<file path="config.mk">
export PLATFORM = sky130hd
export DESIGN_NAME = imem_loader
export DESIGN_NICKNAME = d
export VERILOG_FILES = /design/src/rtl/riscv_pkg.sv /design/src/rtl/imem_loader.sv
export SDC_FILE = /design/constraint.sdc
export NUM_CORES = 1
export LEC_CHECK = 0
export ABC_CLOCK_PERIOD_IN_PS = 2900
export CORE_MARGIN = 10
export CORE_UTILIZATION = 40
export CTS_CLUSTER_SIZE = 12
export DETAILED_ROUTE_END_ITERATION = 7
export PLACE_DENSITY = 0.77
export RECOVER_POWER = 50
export REMOVE_ABC_BUFFERS = 1
export SLEW_MARGIN = 0
export SYNTH_ARGS = -nofsm -noshare
export SYNTH_HDL_FRONTEND = slang
export SYNTH_SLANG_ARGS = --single-unit
export TNS_END_PERCENT = 50
</file>
<file path="constraint.sdc">
create_clock -name clk -period 2.9 [get_ports clk]
set_input_delay 0.435 -clock clk [delete_from_list [all_inputs] [get_ports clk]]
set_output_delay 0.435 -clock clk [all_outputs]
set_load 0.01 [all_outputs]
</file>
<file path="src/rtl/riscv_pkg.sv">
// riscv_pkg: constants and types shared by the RISC-V core and its boot-time loader.
package riscv_pkg;
    localparam logic [31:0] NOP_INSN = 32'h00000013;
    localparam int IMEM_DEPTH_DEFAULT = 256;
    typedef enum logic [1:0] {LOAD, PAD, HOLD, RUN} loader_state_e;
endpackage

</file>
<file path="src/rtl/imem_loader.sv">
// imem_loader: streams a program into instruction ROM, pads with NOP, then releases the core.
// Define IMEM_LOADER_CHECKSUM_EN to expose a running sum of accepted words on checksum.
module imem_loader
    import riscv_pkg::*;
#(
    parameter int DEPTH = IMEM_DEPTH_DEFAULT,
    parameter int ADDR_W = $clog2(DEPTH),
    parameter logic [31:0] NOP_WORD = NOP_INSN,
    parameter int HOLD_CYCLES = 2
) (
    input  logic              clk,
    input  logic              rst,
    input  logic              s_valid,
    output logic              s_ready,
    input  logic [31:0]       s_data,
    input  logic              s_last,
    output logic              imem_we,
    output logic [ADDR_W-1:0] imem_addr,
    output logic [31:0]       imem_wdata,
    output logic              core_rst,
    output logic              done,
    output logic              err_overflow,
    output logic [31:0]       checksum
);
    localparam logic [ADDR_W-1:0] LAST_ADDR = ADDR_W'(DEPTH - 1);
    loader_state_e state_q, state_d;
    logic [ADDR_W-1:0] addr_q, addr_d, imem_addr_q, imem_addr_d;
    logic [31:0] imem_wdata_q, imem_wdata_d;
    logic [3:0] hold_q, hold_d;
    logic imem_we_q, imem_we_d, core_rst_q, core_rst_d, done_q, done_d, err_overflow_q, err_overflow_d;
    logic beat, at_end;
    assign s_ready = state_q == LOAD;
    assign beat = s_valid && s_ready;
    assign at_end = addr_q == LAST_ADDR;
    always_comb begin
        state_d = state_q;
        addr_d = addr_q;
        imem_we_d = 1'b0;
        imem_addr_d = imem_addr_q;
        imem_wdata_d = imem_wdata_q;
        hold_d = hold_q;
        core_rst_d = core_rst_q;
        done_d = done_q;
        err_overflow_d = err_overflow_q;
        case (state_q)
            LOAD: if (beat) begin
                imem_we_d = 1'b1;
                imem_addr_d = addr_q;
                imem_wdata_d = s_data;
                addr_d = at_end ? addr_q : addr_q + 1'b1;
                state_d = at_end ? HOLD : (s_last ? PAD : LOAD);
                err_overflow_d = err_overflow_q | (at_end & ~s_last);
            end
            PAD: begin
                imem_we_d = 1'b1;
                imem_addr_d = addr_q;
                imem_wdata_d = NOP_WORD;
                addr_d = at_end ? addr_q : addr_q + 1'b1;
                state_d = at_end ? HOLD : PAD;
            end
            HOLD: begin
                hold_d = hold_q + 4'd1;
                if (hold_q == 4'(HOLD_CYCLES)) begin
                    state_d = RUN;
                    core_rst_d = 1'b0;
                    done_d = 1'b1;
                end
            end
            RUN: state_d = RUN;
        endcase
    end
    always_ff @(posedge clk or posedge rst) begin
        if (rst) begin
            state_q <= LOAD;
            addr_q <= '0;
            imem_we_q <= 1'b0;
            imem_addr_q <= '0;
            imem_wdata_q <= '0;
            hold_q <= '0;
            core_rst_q <= 1'b1;
            done_q <= 1'b0;
            err_overflow_q <= 1'b0;
        end else begin
            state_q <= state_d;
            addr_q <= addr_d;
            imem_we_q <= imem_we_d;
            imem_addr_q <= imem_addr_d;
            imem_wdata_q <= imem_wdata_d;
            hold_q <= hold_d;
            core_rst_q <= core_rst_d;
            done_q <= done_d;
            err_overflow_q <= err_overflow_d;
        end
    end
    assign imem_we = imem_we_q;
    assign imem_addr = imem_addr_q;
    assign imem_wdata = imem_wdata_q;
    assign core_rst = core_rst_q;
    assign done = done_q;
    assign err_overflow = err_overflow_q;
`ifdef IMEM_LOADER_CHECKSUM_EN
    // Beats only occur in LOAD, so the sum freezes once the stream ends.
    logic [31:0] checksum_q, checksum_d;
    always_comb checksum_d = beat ? checksum_q + s_data : checksum_q;
    always_ff @(posedge clk or posedge rst) begin
        if (rst) checksum_q <= '0;
        else checksum_q <= checksum_d;
    end
    assign checksum = checksum_q;
`else
    assign checksum = 32'h0;
`endif
endmodule

</file>
==> reports/qor.yml, run 1 <==
gp_congestion: 0.789
rows: 29
worst_pin_slew_ps: 1150
drt_pre_antenna_iters: 4
p_clk_share_pct: 40.9
routed_wl_um: 6000
slew_viol_final: 0
hold_class: "flip-flop to flip-flop"
cp-startpoint: "s_valid"
grt.total_usage_pct: 11.8
grt_max_degree: 47
hold_buffers: 0
r2r_slack_ps: 990
grt_pass1_vias: 1896
core_area_sq_um: 6280
ctsResizeCount: 0
p_sw_share_pct: 22.1
die_y_um: 99.8
rr_startpoint: "state_q[0]$_DFFE_PP0P_"
max_freq_mhz: 458
ys_top_cells_by_count: "dfrtp_1 (57), buf_4 (32), a22o_1 (29), nand2_1 (27), buf_2 (7)"
multiInputGateArea_sq_um: 887
postCtsSetupRepairBufs: 0
antenna_found_initial: 0
relSlewSlack_pct: 23.7
synth.area.top_cells: "dfrtp_1 (56%), a22o_1 (10%), buf_4 (9.4%)"
fin_tns_setup_ps: 0
finalCoreUtilization_pct: 54.8
yosys.area.top_type_share_pct: 56.0
insertedDiodeCount: 0
num_io_pins: 113
p_leak_nw: 1.58
seqPwrFrac_pct: 53.4
dp_cells: 368
die_w_um: 99.8
crit_path_end: "addr_q[5]$_DFFE_PP0P_"
synth_cell_types: 37
powerDensity_nw_per_um2: 441
dpl.hpwl_um: 4460
synth.most_common_cell: "dfrtp_1"
setup_viol: 0
final-instance-count-excl-fill: 384
synth_edf_count: 0
viasPerCell: 4.77
drc: 0
ys_seq_elements: 58
synth_area_per_cell_sq_um: 11.7
cp-start-kind: "primary input"
area_growth_pct: 35.2
io_buffers: 80
clk_transition_reported_paths_ps: 60
root_buffer: "clkbuf_8"
synth_top_cell_by_area: "dfrtp_1"
dieArea_sq_um: 9950
hold_viol: 0
seq_area_sq_um: 1450
placed_cell_area_sq_um: 3290
critPathKind: "primary input to flip-flop"
internal_power_mw: 1.18
power.share.combinational_pct: 5.7
grt_overflow: 0
worstPathMaxFanout: 39
drtIter0Drc: 34
wl_per_cell_um: 15.6
cp-end-kind: "flip-flop"
syn_area_sq_um: 2540
synthFlopType: "dfrtp_1"
cts_sinks: 58
initial_core_util_pct: 40.5
yosysWarnings: 0
cts_buffers: 9
synth_cells: 218
reg2regPathDepth: 4
htreeDepth: 3
netSwitchingPower_uw: 336
cts_tree: "done"
nFillCells: 559
drtAntennaViolNets: 0
timing.rr.end: "addr_q[5]$_DFFE_PP0P_"
cap_violations: 0
period_needed_ps: 2180
clock_skew_ps: 7.13
worstSkewPairLatency_ps: 310
synth-async-reset-ratio_pct: 100
yosysSeqAreaShare_pct: 57.1
design_area_sq_um: 3440
crit_required_ps: 3090
drive_above_1_share_pct: 8.14
vias: 1830
cts_buffer_depth: 2
grt_setup_unrepaired: "no"
grt_pass1_wl_um: 9720
worstPathArrival_ps: 2370
final_nets: 341
fin_crit_sh_pct: 75.2
vdd_ir_drop_max_v: 0.000273
status: "complete, no violations"
## cell usage in the layout, fill, tap and decap left out, types with 5 or more instances in the layout
cell and count:
nand2_1 27, conb_1 32, inv_1 6, clkdlybuf4s50_1 77, clkbuf_8 10, nand4_1 5, dfrtp_1 57, a22o_1 29
a21oi_1 6
## power groups by stage
stage	registers (mW)	clock network, mW	logic [mW]
CTS	0.809	0.647	0.0883
detailed placement	0.824	0	0.0878
floorplan	0.824	0	0.0320
global route	0.809	0.682	0.0980
global placement	0.824	0	0.0874
finish	0.809	0.620	0.0872
## layout make-up
| class | instances | share of cell area (%) |
|---|---|---|
| Multi-Input combinational cell | 144 | 25.8 |
| Sequential cell | 58 | 42.2 |
| Inverter | 6 | 0.655 |
| Clock inverter | 3 | 0.436 |
| Clock buffer | 13 | 4.33 |
| Timing Repair Buffer | 83 | 23.8 |
| Tap cell | 77 | 2.80 |
## worst min path at each step
stage,endpoint,startpoint,depth (start not counted),slack [ps]
detailed placement,done$_DFFE_PP0P_,done$_DFFE_PP0P_,1,460
global route,hold_q[3]$_DFFE_PP0P_,hold_q[3]$_DFFE_PP0P_,1,490
floorplan,hold_q[3]$_DFFE_PP0P_,hold_q[3]$_DFFE_PP0P_,1,450
finish,done$_DFFE_PP0P_,done$_DFFE_PP0P_,1,470
global placement,done$_DFFE_PP0P_,done$_DFFE_PP0P_,1,450
CTS,imem_wdata[29]$_DFFE_PP0P_,rst,2,370
## registers in the layout, summed over array words and instances (netlist names)
register      cells
addr_q            8
core_rst          1
done              1
err_overflow      1
hold_q            4
imem_addr         8
imem_wdata       32
imem_we           1
state_q           2
## logic make-up after synthesis
logic type / share of synthesized area (%)
compound gates: 14.8
xor+xnor: 1.72
fa+ha+maj: 1.48
buf+inv: 12.3
flops: 57.1
mux: 2.21
other cells: 0.147
simple gates: 10.3
## critical path, cell delays in order
cell           delay (ps)
dlygate4sd3_1         630
o21bai_1              320
clkbuf_2              670
nor4b_2               130
xor2_1                170
## metrics by stage
step / power [mW] / worst slack (ps) / hold WS [ps]
floorplan: 0.856 / 980 / 447
global placement: 0.911 / 882 / 450
detailed placement: 0.912 / 847 / 460
CTS: 1.54 / 957 / 370
global route: 1.59 / 463 / 489
finish: 1.52 / 719 / 475
## routing by layer
layer  global-route usage, %  share of wire (%)  vias up
li1                        -                  -      859
met2                    17.9                 48       69
met3                    4.50                8.8        5
met1                    14.9                 42      897
met5                       0                  0        -
met4                    4.30                1.1        0
No activity file was read; power rests on OpenSTA's default activity.
==> run 2: changes to the inputs <==
--- a/config.mk
+++ b/config.mk
@@ -5,9 +5,9 @@
 export SDC_FILE = /design/constraint.sdc
 export NUM_CORES = 1
 export LEC_CHECK = 0
-export ABC_CLOCK_PERIOD_IN_PS = 2900
+export ABC_CLOCK_PERIOD_IN_PS = 1800
 export CORE_MARGIN = 10
-export CORE_UTILIZATION = 40
+export CORE_UTILIZATION = 38
 export CTS_CLUSTER_SIZE = 12
 export DETAILED_ROUTE_END_ITERATION = 7
 export PLACE_DENSITY = 0.77
==> constraint.sdc (replaced) <==
create_clock -name clk -period 1.8 [get_ports clk]
set_input_delay 0.27 -clock clk [delete_from_list [all_inputs] [get_ports clk]]
set_output_delay 0.27 -clock clk [all_outputs]
set_load 0.01 [all_outputs]
==> reports/qor.yml, run 2 (synthesis gave the netlist of run 1 again) <==
p_leak_nw: 1.62  # +2.7%
io_buffers: 80  # unchanged
cp-end-kind: "primary output"
slew_viol_final: 0  # unchanged
period_needed_ps: 1700
worstPathArrival_ps: 1430  # -940 ps
insertedDiodeCount: 0  # unchanged
finalWorstSetupSlack_ps: 97.0  # -622 ps
final_common_cell: "clkdlybuf4s50_1"
cts_sinks: 58  # unchanged
vdd_ir_drop_max_v: 0.000433  # +59%
hold_class: "primary input to async pin"
drt_pre_antenna_iters: 4  # unchanged
crit_required_ps: 1530  # -1560 ps
dieArea_sq_um: 10400  # +4.2%
worstPathMaxFanout: 10  # -74%
root_buffer: "clkbuf_8"
vias: 1825  # -0.27%
multiInputGateArea_sq_um: 887  # unchanged
p_clk_share_pct: 45.7  # +4.8 points
grt_pass1_wl_um: 9480  # -2.5%
htreeDepth: 3  # unchanged
largest_reg_flops: 32  # unchanged
worstSkewPairLatency_ps: 320  # about the same
core_area_sq_um: 6420  # +2.3%
power.share.combinational_pct: 5.5  # -0.2 points
max_freq_mhz: 587
netSwitchingPower_uw: 552  # +65%
seq_area_sq_um: 1460  # +0.17%
dp_cells: 374  # +1.6%
grt_max_degree: 36  # -23%
hold_viol: 0  # unchanged
num_io_pins: 113  # unchanged
drtAntennaViolNets: 0  # unchanged
setup_viol: 0  # unchanged
worst_pin_slew_ps: 630  # -515 ps
cts_buffers: 9  # unchanged
grt_overflow: 0  # unchanged
gp_congestion: 0.776  # -1.6%
postCtsSetupRepairBufs: 0  # unchanged
routed_wl_um: 6310  # +5.1%
drive_above_1_share_pct: 9.94  # +1.8 points
grt_setup_unrepaired: "no"
p_sw_share_pct: 20.7  # -1.5 points
wl_per_cell_um: 16.2  # +3.7%
rows: 29  # unchanged
internal_power_mw: 2.12  # +79%
grt_pass1_vias: 1883  # -0.69%
initial_core_util_pct: 39.6  # -0.92 points
final-instance-count-excl-fill: 389  # +1.3%
cts_buffer_depth: 2  # unchanged
relSlewSlack_pct: 57.9  # +34 points
clk_transition_reported_paths_ps: 60  # about the same
dpl.hpwl_um: 4770  # +6.9%
cp-start-kind: "flip-flop"
powerDensity_nw_per_um2: 754  # +71%
die_y_um: 102  # +2.1%
hold_buffers: 0  # unchanged
final_nets: 347  # +1.8%
finalCoreUtilization_pct: 55.2  # +0.36 points
seqPwrFrac_pct: 48.8  # -4.6 points
ctsResizeCount: 0  # unchanged
drtIter0Drc: 65  # +91%
most-common-layout-cells: "clkdlybuf4s50_1 (78), dfrtp_1 (55), conb_1 (32)"
antenna_found_initial: 0  # unchanged
status: "complete, no violations"
place_ws_ps: 140  # -707 ps
drc: 0  # unchanged
critPathKind: "flip-flop to primary output"
viasPerCell: 4.69  # -1.6%
grt.total_usage_pct: 11.6  # -0.18 points
cap_violations: 0  # unchanged
area_growth_pct: 39.2
nFillCells: 562  # +0.54%
fin_crit_sh_pct: 94.6
clock_skew_ps: 7.16  # +0.0299 ps
die_w_um: 102  # +2.1%
cts_tree: "done"
## run 2: cell types whose count changed in the layout (fill, tap and decap cells not counted), moves of 2 or more
cell / change
clkbuf_2: -2
clkinv_2: -2
clkbuf_1: +2
dfrtp_1: -2
clkbuf_8: +2
dfrtp_2: +2
buf_12: +2
## run 2: area by class of cell
class | count | share of cell area [%]
clock buffers | 13 | 4.77
clock inverters | 2 | 0.989
inverters | 6 | 0.636
repair buffers | 89 | 24.8
flip-flops and latches | 58 | 41.1
well taps | 77 | 2.72
multi-input cells | 144 | 25.0
## run 2: layer usage
layer | routed length (um) | track usage, %
met1 | 2670 | 13.4
met5 | 0 | 0
met3 | 444 | 3.98
met4 | 76 | 4.99
met2 | 3120 | 19.3
## run 2: metrics by stage
step	hold WS (ps)	TNS (ps)	cell area, sq um	total power, mW
after floorplan	403	-3040	2370	1.38
after global placement	452	0	3360	1.48
after detailed placement	458	0	3360	1.48
after CTS	238	0	3570	2.70
after global routing	495	0	3540	2.77
final	471	0	3540	2.67
## run 2: worst paths after layout
| check | end | startpoint | slack (ps) | depth (start not counted) |
|---|---|---|---|---|
| worst max-delay path | s_ready | state_q[1]$_DFFE_PP0P_ | 100 | 2 |
| worst min-delay path | imem_wdata[11]$_DFFE_PP0P_ | rst | 470 | 2 |
| worst max register to register | addr_q[1]$_DFFE_PP0P_ | state_q[0]$_DFFE_PP0P_ | 190 | 4 |
| worst min register to register | imem_addr[3]$_DFFE_PP0P_ | imem_addr[3]$_DFFE_PP0P_ | 470 | 2 |
| max in group asynchronous | imem_wdata[2]$_DFFE_PP0P_ | rst | 510 | 3 |
| min in group clk | imem_addr[3]$_DFFE_PP0P_ | imem_addr[3]$_DFFE_PP0P_ | 470 | 2 |
## run 2: critical path, stage by stage (launching register included)
cell and delay, ps:
dfrtp_2 460, nor2_1 110, clkdlybuf4s50_1 540
## run 2: power groups by stage
stage | combinational [mW] | sequential [mW] | clock [mW]
global placement | 0.149 | 1.33 | 0
floorplan | 0.0516 | 1.33 | 0
CTS | 0.150 | 1.30 | 1.25
global route | 0.162 | 1.30 | 1.31
detailed placement | 0.150 | 1.33 | 0
finish | 0.147 | 1.30 | 1.22
==> run 3: changes to the inputs <==
--- a/config.mk
+++ b/config.mk
@@ -7,10 +7,11 @@
 export LEC_CHECK = 0
 export ABC_CLOCK_PERIOD_IN_PS = 1800
 export CORE_MARGIN = 10
-export CORE_UTILIZATION = 38
+export CORE_UTILIZATION = 39
+export CTS_BUF_LIST = sky130_fd_sc_hd__clkbuf_4 sky130_fd_sc_hd__clkbuf_8
 export CTS_CLUSTER_SIZE = 12
 export DETAILED_ROUTE_END_ITERATION = 7
-export PLACE_DENSITY = 0.77
+export PLACE_DENSITY = 0.78
 export RECOVER_POWER = 50
 export REMOVE_ABC_BUFFERS = 1
 export SLEW_MARGIN = 0
==> reports/qor.yml, run 3 (synthesis gave the netlist of run 1 again) <==
status: "complete, no violations"
io_buffers: 80  # unchanged
cts_buffer_depth: 2  # unchanged
r2r_slack_ps: 170  # -20 ps
cp-start-kind: "flip-flop"
placed_cell_area_sq_um: 3380  # +0.37%
wl_per_cell_um: 16.1  # -0.74%
initial_core_util_pct: 40.1  # +0.45 points
final_common_cell: "clkdlybuf4s50_1"
clk_transition_reported_paths_ps: 60  # about the same
ctsResizeCount: 0  # unchanged
drtAntennaViolNets: 0  # unchanged
worstPathArrival_ps: 1440  # about the same
hold_viol: 0  # unchanged
routed_wl_um: 6260  # -0.74%
drtIter0Drc: 67  # +3.1%
cts_sinks: 58  # unchanged
grt_pass1_vias: 1963  # +4.2%
rr_startpoint: "state_q[1]$_DFFE_PP0P_"
num_io_pins: 113  # unchanged
worstSkewPairLatency_ps: 330  # about the same
reg2regPathDepth: 4  # unchanged
fin_crit_sh_pct: 95.1  # +0.46 points
rows: 29  # unchanged
max_stage_delay_ps: 540  # about the same
powerDensity_nw_per_um2: 776  # +2.9%
nFillCells: 546  # -2.8%
crit_required_ps: 1530  # about the same
finalCoreUtilization_pct: 55.9  # +0.75 points
design_area_sq_um: 3550  # +0.21%
die_w_um: 101  # -1.0%
root_buffer: "clkbuf_8"
most-common-layout-cells: "clkdlybuf4s50_1 (78), dfrtp_1 (55), conb_1 (32)"
cp_num_buf_inv: 1  # unchanged
area_growth_pct: 39.5
setup_viol: 0  # unchanged
cap_violations: 0  # unchanged
postCtsSetupRepairBufs: 0  # unchanged
core_area_sq_um: 6350  # -1.1%
dpl.hpwl_um: 4690  # -1.7%
vdd_ir_drop_max_v: 0.000465  # +7.3%
grt_overflow: 0  # unchanged
die_y_um: 101  # -1.0%
hold_class: "flip-flop to flip-flop"
largest_reg_flops: 32  # unchanged
finalWorstSetupSlack_ps: 88.7  # -8.36 ps
grt.total_usage_pct: 12.5  # +0.86 points
cts_tree: "done"
max_freq_mhz: 584  # -0.49%
grt_max_degree: 59  # +64%
cp-end-kind: "primary output"
worstPathMaxFanout: 10  # unchanged
drt_pre_antenna_iters: 4  # unchanged
drive_above_1_share_pct: 10.9  # +0.96 points
gp_congestion: 0.787  # +1.4%
clock_skew_ps: 4.47  # -2.69 ps
finalPower_mw: 2.76  # +3.1%
worstPathCellList: "nor2_1 -> clkdlybuf4s50_1"
place_ws_ps: 42.1  # -97.9 ps
crit_path_top_delay_cell: "clkdlybuf4s50_1"
grt_setup_unrepaired: "no"
critPathKind: "flip-flop to primary output"
crit_path_end: "s_ready"
timing.rr.end: "addr_q[5]$_DFFE_PP0P_"
relSlewSlack_pct: 48.5  # -9.4 points
htreeDepth: 3  # unchanged
grt_pass1_wl_um: 10000  # +5.5%
cp-startpoint: "state_q[1]$_DFFE_PP0P_"
drc: 0  # unchanged
viasPerCell: 4.75  # +1.2%
period_needed_ps: 1710  # +8.36 ps
final_nets: 347  # unchanged
critical_path_depth: 2  # unchanged
dieArea_sq_um: 10200  # -2.1%
hold_buffers: 0  # unchanged
slew_viol_final: 0  # unchanged
cts_buffers: 9  # unchanged
vias: 1847  # +1.2%
p_leak_nw: 1.63  # +0.55%
worst_pin_slew_ps: 772  # +142 ps
antenna_found_initial: 0  # unchanged
insertedDiodeCount: 0  # unchanged
crit_family: "buffers and inverters"
-- run 3: area by class of cell --
type	instances	area, sq um	share of cell area, %
clock buffer	14	193	5.43
clock inverter	1	30.0	0.846
inverter	6	22.5	0.634
multi-input combinational	144	896	25.2
sequential	58	1460	41.0
tap	77	96.3	2.71
timing repair buffer	89	858	24.2
-- run 3: how the worst min path moves through the flow --
stage,start,end,depth (start not counted)
after floorplan,s_data[10],imem_wdata[10]$_DFFE_PP0P_,1
after global placement,done$_DFFE_PP0P_,done$_DFFE_PP0P_,1
after detailed placement,done$_DFFE_PP0P_,done$_DFFE_PP0P_,1
after CTS,rst,imem_wdata[27]$_DFFE_PP0P_,3
after global routing,done$_DFFE_PP0P_,done$_DFFE_PP0P_,1
final,done$_DFFE_PP0P_,done$_DFFE_PP0P_,1
-- run 3: metrics by stage --
| stage | TNS, ps | hold slack [ps] | std cells |
|---|---|---|---|
| 2_1_floorplan | -3040 | 403 | 208 |
| 3_3_place_gp | 0 | 452 | 374 |
| 3_5_place_dp | 0 | 457 | 374 |
| 4_1_cts | 0 | 317 | 389 |
| 5_1_grt | 0 | 499 | 389 |
| 6_report | 0 | 469 | 389 |
-- run 3: where the power goes --
| part | total [mW] | internal (mW) | switching, mW |
|---|---|---|---|
| Sequential | 1.30 | 1.30 | 0 |
| Clock | 1.31 | 0.821 | 0.489 |
| Combinational | 0.141 | 0.0685 | 0.0728 |
| Total | 2.76 | 2.19 | 0.561 |
-- run 3: metal layers --
metal | track usage (%) | routed length, um
met5 | 0 | 0
met3 | 5.28 | 531
met4 | 5.76 | 115
met1 | 14.4 | 2600
met2 | 19.6 | 3020
==> variant 1 (config.mk and constraints of run 2) <==
The 4 states of `loader_state_e` get a one-hot encoding in 4 bits.
--- a/src/rtl/riscv_pkg.sv
+++ b/src/rtl/riscv_pkg.sv
@@ -2,6 +2,6 @@
 package riscv_pkg;
     localparam logic [31:0] NOP_INSN = 32'h00000013;
     localparam int IMEM_DEPTH_DEFAULT = 256;
-    typedef enum logic [1:0] {LOAD, PAD, HOLD, RUN} loader_state_e;
+    typedef enum logic [3:0] {LOAD = 4'b0001, PAD = 4'b0010, HOLD = 4'b0100, RUN = 4'b1000} loader_state_e;
 endpackage
 
Formal check against the unedited RTL: same outputs for any inputs over 10 cycles, from zero or initial values and one cycle with rst high; not proved beyond that.
==> variant 1 against run 2 <==
Setup slack worse by 0.051 ns. Sequential cell count up 2. Final area up 6.0%. Routed wire length up 4.0%. Clock skew up 0.0065 ns. Synthesized area up 5.8%. Power up 4.8%. Largest cell class unchanged. Fmax down 2.9%.
==> variant 1: results (changes against run 2) <==
- Status: completed
- Worst min path class: in -> reg
- First-pass GRT wire length: 10700 µm (+13%)
- Mean post-synth cell area: 10.7 µm² (-8.1%)
- Crit path arrival time: 1.96 ns (+0.53 ns)
- Synth warn: 0 (unchanged)
- Fill count: 627 (+12%)
- Final Skew: 0.0137 ns (+0.00651 ns)
- Largest net degree at the start of global routing: 61 (+69%)
- Met3 usage: 8.05% (+4.1 points)
- Vias per cell: 4.58 (-2.3%)
- Worst Path Max Fanout: 6 (-4)
- DP HPWL: 4960 µm (+4.0%)
- Least-Margin Pin Slew: 1.29 ns (+0.659 ns)
- Ant. Diodes: 0 (unchanged)
- Ys async rst share: 100% (unchanged)
- Clk Latency, worst-skew pair: 0.34 ns (+0.02 ns)
- Router iterations before antenna repair: 4 (unchanged)
- Met2 Use GR: 19.2% (-0.10 points)
- Total number of vias: 2030 (+11%)
- Final Wtd Congestion: 0.777 (+0.15%)
- WL final: 6560 µm (+4.0%)
- IR drop worst, VDD: 0.000647 V (+49%)
- Synth top cells by count: 58 x dfrtp_1, 58 x nand2_1, 32 x buf_4
- Register area share after synthesis: 55.9% (-1.2 points)
- Total leakage power: 1.89 nW (+17%)
- Met1 usage: 12.8% (-0.55 points)
- Dpl cells: 427 (+14%)
- Iter 0 DRT Violations: 72 (+11%)
- Clock Tree Root: clkbuf_8
- Number of global-route vias before repair: 2165 (+15%)
- NumNets Final: 381 (+9.8%)
- Fraction of layout cells with a size suffix above 1: 10.7% (+0.73 points)
- Top post-synthesis cells by area: dfrtp_1 54%, buf_4 8.9%, nand2_1 8.1%, a22o_1 5.2%, nand3_1 3.7%
- Post-CTS setup buffers: 0 (unchanged)
- Total Routing Usage GR: 12.0% (+0.35 points)
[variant 1: final cells by class]
cell class              count  area [µm²]  share of cell area, %
multi-input cells         175        1010                   26.8
repair buffers             91         890                   23.7
clock inverters             5        75.1                   2.00
well taps                  96         120                   3.20
flip-flops and latches     60        1500                   40.1
clock buffers              11         141                   3.77
inverters                   5        18.8                  0.500
[variant 1: cells by family (layout without fill, tap and decap cells)]
family	count (synthesis)	after routing	synth area share (%)
buffers and inverters	47	112	11.5
other	1	32	0.139
multiplexers	3	3	1.25
adder cells (fa/ha/maj)	3	3	1.39
AO/OA/AOI/OAI	27	27	8.41
XOR/XNOR	9	9	2.93
flip-flops	60	60	55.9
AND/OR/NAND/NOR	101	101	18.5
[variant 1: path summary, 6_finish.rpt]
path / from / end / slack, ns / cells past startpoint
worst max-delay path: state_q[2] / state_q[1] / 0.05 / 3
worst min-delay path: s_data[24] / imem_wdata[24] / 0.45 / 3
worst max register to register: state_q[2] / state_q[1] / 0.05 / 3
worst min register to register: done / done / 0.46 / 1
max in group asynchronous: rst / hold_q[0] / 0.34 / 3
min in group asynchronous: rst / imem_wdata[18] / 0.68 / 3
[variant 1: timing repair]
item | in CTS | in global routing
endpoints found under the setup margin | 1 | 5
gates cloned | 0 | 0
hold endpoints to repair | 0 | 0
gates resized for setup | 2 | 3
[variant 1: per-layer routing]
layer / wire (µm) / vias up
met4: 28 / 0
met2: 3160 / 85
met3: 762 / 4
li1: - / 957
met1: 2610 / 984
met5: 0 / -
[variant 1: critical path, cell delays in order (launching register included)]
cell	delay [ns]
dfrtp_1	0.49
or4b_2	0.70
nand3_1	0.11
mux2_1	0.33
[variant 1: per-stage QoR]
step | instance area [µm²] | setup TNS, ns | setup WS, ns
floorplan | 2520 | -4.25 | -0.183
global placement | 3560 | 0 | 0.0223
detailed placement | 3560 | -0.00861 | -0.00861
CTS | 3780 | 0 | 0.0358
global route | 3750 | -0.0600 | -0.0237
finish | 3750 | 0 | 0.0458
[variant 1: power by group]
group	switching (mW)	total (mW)	internal [mW]
clock	0.502	1.31	0.810
combinational	0.0705	0.139	0.0680
sequential	0	1.35	1.35
total	0.573	2.80	2.23
==> variant 2 (config.mk and constraints of run 2) <==
Made on the original files. `IMEM_DEPTH_DEFAULT`: 256 -> 512.
--- a/src/rtl/riscv_pkg.sv
+++ b/src/rtl/riscv_pkg.sv
@@ -1,7 +1,7 @@
 // riscv_pkg: constants and types shared by the RISC-V core and its boot-time loader.
 package riscv_pkg;
     localparam logic [31:0] NOP_INSN = 32'h00000013;
-    localparam int IMEM_DEPTH_DEFAULT = 256;
+    localparam int IMEM_DEPTH_DEFAULT = 512;
     typedef enum logic [1:0] {LOAD, PAD, HOLD, RUN} loader_state_e;
 endpackage
 
Ports: changed (resized imem_addr); port bits go from 113 to 114. No check against the original RTL was run, so the function may have changed too.
==> variant 2 against run 2 <==
Register-to-register slack worse by 0.08 ns. Highest routed layer unchanged. Final area is 3.2% higher. Routed wire length is 0.44% higher. Worst hold slack hardly changed. Clock skew is 0.00056 ns higher. Synthesized area is 1.8% higher. Sequential cell count is 2 higher. Setup slack better by 0.015 ns.
Power is not compared: it rests on default switching activity, and its combinational part moved more than twofold at a synthesized area within 25%.
==> variant 2: results (changes against run 2) <==
- Final Skew: 0.00773 ns (+0.000564 ns)
- Clock buffer count: 11 (-2)
- Slowest-stage cell, CP: dfrtp_1
- Fill count: 578 (+2.8%)
- Buffering overhead: 24.6% (-0.23 points)
- Final Wtd Congestion: 0.738 (-4.9%)
- Inverters: 5 (-1)
- Multi-input gates: 125 (-13%)
- Sequential Area: 1500 µm² (+3.3%)
- Total number of vias: 1789 (-2.0%)
- Area share of fa/ha/maj cells after synthesis: 1.93% (+0.46 points)
- Worst min path class: reg -> reg
- Largest net degree at the start of global routing: 40 (+11%)
- Non-clk bufs: 93 (+4.5%)
- Synth top cells by count: 59 x dfrtp_1, 33 x buf_4, 29 x a22o_1
- XOR/XNOR Fraction of Synth Area: 3.38% (+1.7 points)
- Status: completed
- Fraction of layout cells with a size suffix above 1: 12.0% (+2.1 points)
- First-pass GRT wire length: 9790 µm (+3.3%)
- Worst Path Max Fanout: 4 (-6)
- Register area share after synthesis: 58.0% (+0.94 points)
- Multi-input combinational area share: 25.2% (+0.17 points)
- DP Area: 3450 µm² (+2.7%)
- R2R cell count: 7 (+3)
- Slew Limit Headroom: 24.7% (-33 points)
==> variant 2: report_power, final <==
group	internal [mW]	switching, mW	total (mW)
logic	0.683	0.609	1.29
clock network	0.811	0.521	1.33
registers	1.64	0.209	1.85
total	3.13	1.34	4.47
==> variant 2: critical path: cells and delay by family (launching register included) <==
kind	cells	cell delay [ns]
xor+xnor	1	0.17
fa+ha+maj	2	0.44
buf+inv	1	0.17
flops	1	0.41
simple gates	3	0.43
==> variant 2: logic make-up (layout without fill, tap and decap cells) <==
kind of cell | after synthesis | count (layout)
other | 1 | 32
buffers and inverters | 46 | 114
flip-flops | 60 | 60
multiplexers | 11 | 11
adder cells (fa/ha/maj) | 4 | 4
AND/OR/NAND/NOR | 28 | 28
XOR/XNOR | 10 | 10
AO/OA/AOI/OAI | 40 | 40
==> variant 2: stage by stage <==
stage | std cells | utilization (%) | hold WS (ns)
after floorplan | 190 | - | 0.410
after global placement | 363 | 51.4 | 0.453
after detailed placement | 363 | 51.4 | 0.462
after CTS | 379 | 54.7 | 0.275
after global routing | 379 | 54.5 | 0.494
final | 379 | 54.5 | 0.471
==> variant 2: path summary, 6_finish.rpt <==
check	end	slack, ns
min	err_overflow	0.47
max in group asynchronous	imem_wdata[29]	0.37
max	addr_q[6]	0.11
min reg2reg	err_overflow	0.47
max reg2reg	addr_q[6]	0.11
min in group asynchronous	imem_wdata[22]	0.67
==> variant 2: repair_timing <==
item	4_1_cts	5_1_grt
hold endpoints to repair	0	0
endpoints found under the setup margin	31	2
resized for setup	2	2
==> variant 2: metal layers <==
layer	routed length (µm)	global-route usage, %	up-vias
met1	2590	14.1	884
met3	647	6.57	9
li1	-	-	824
met5	0	0	-
met4	52	3.25	0
met2	3050	18.6	72
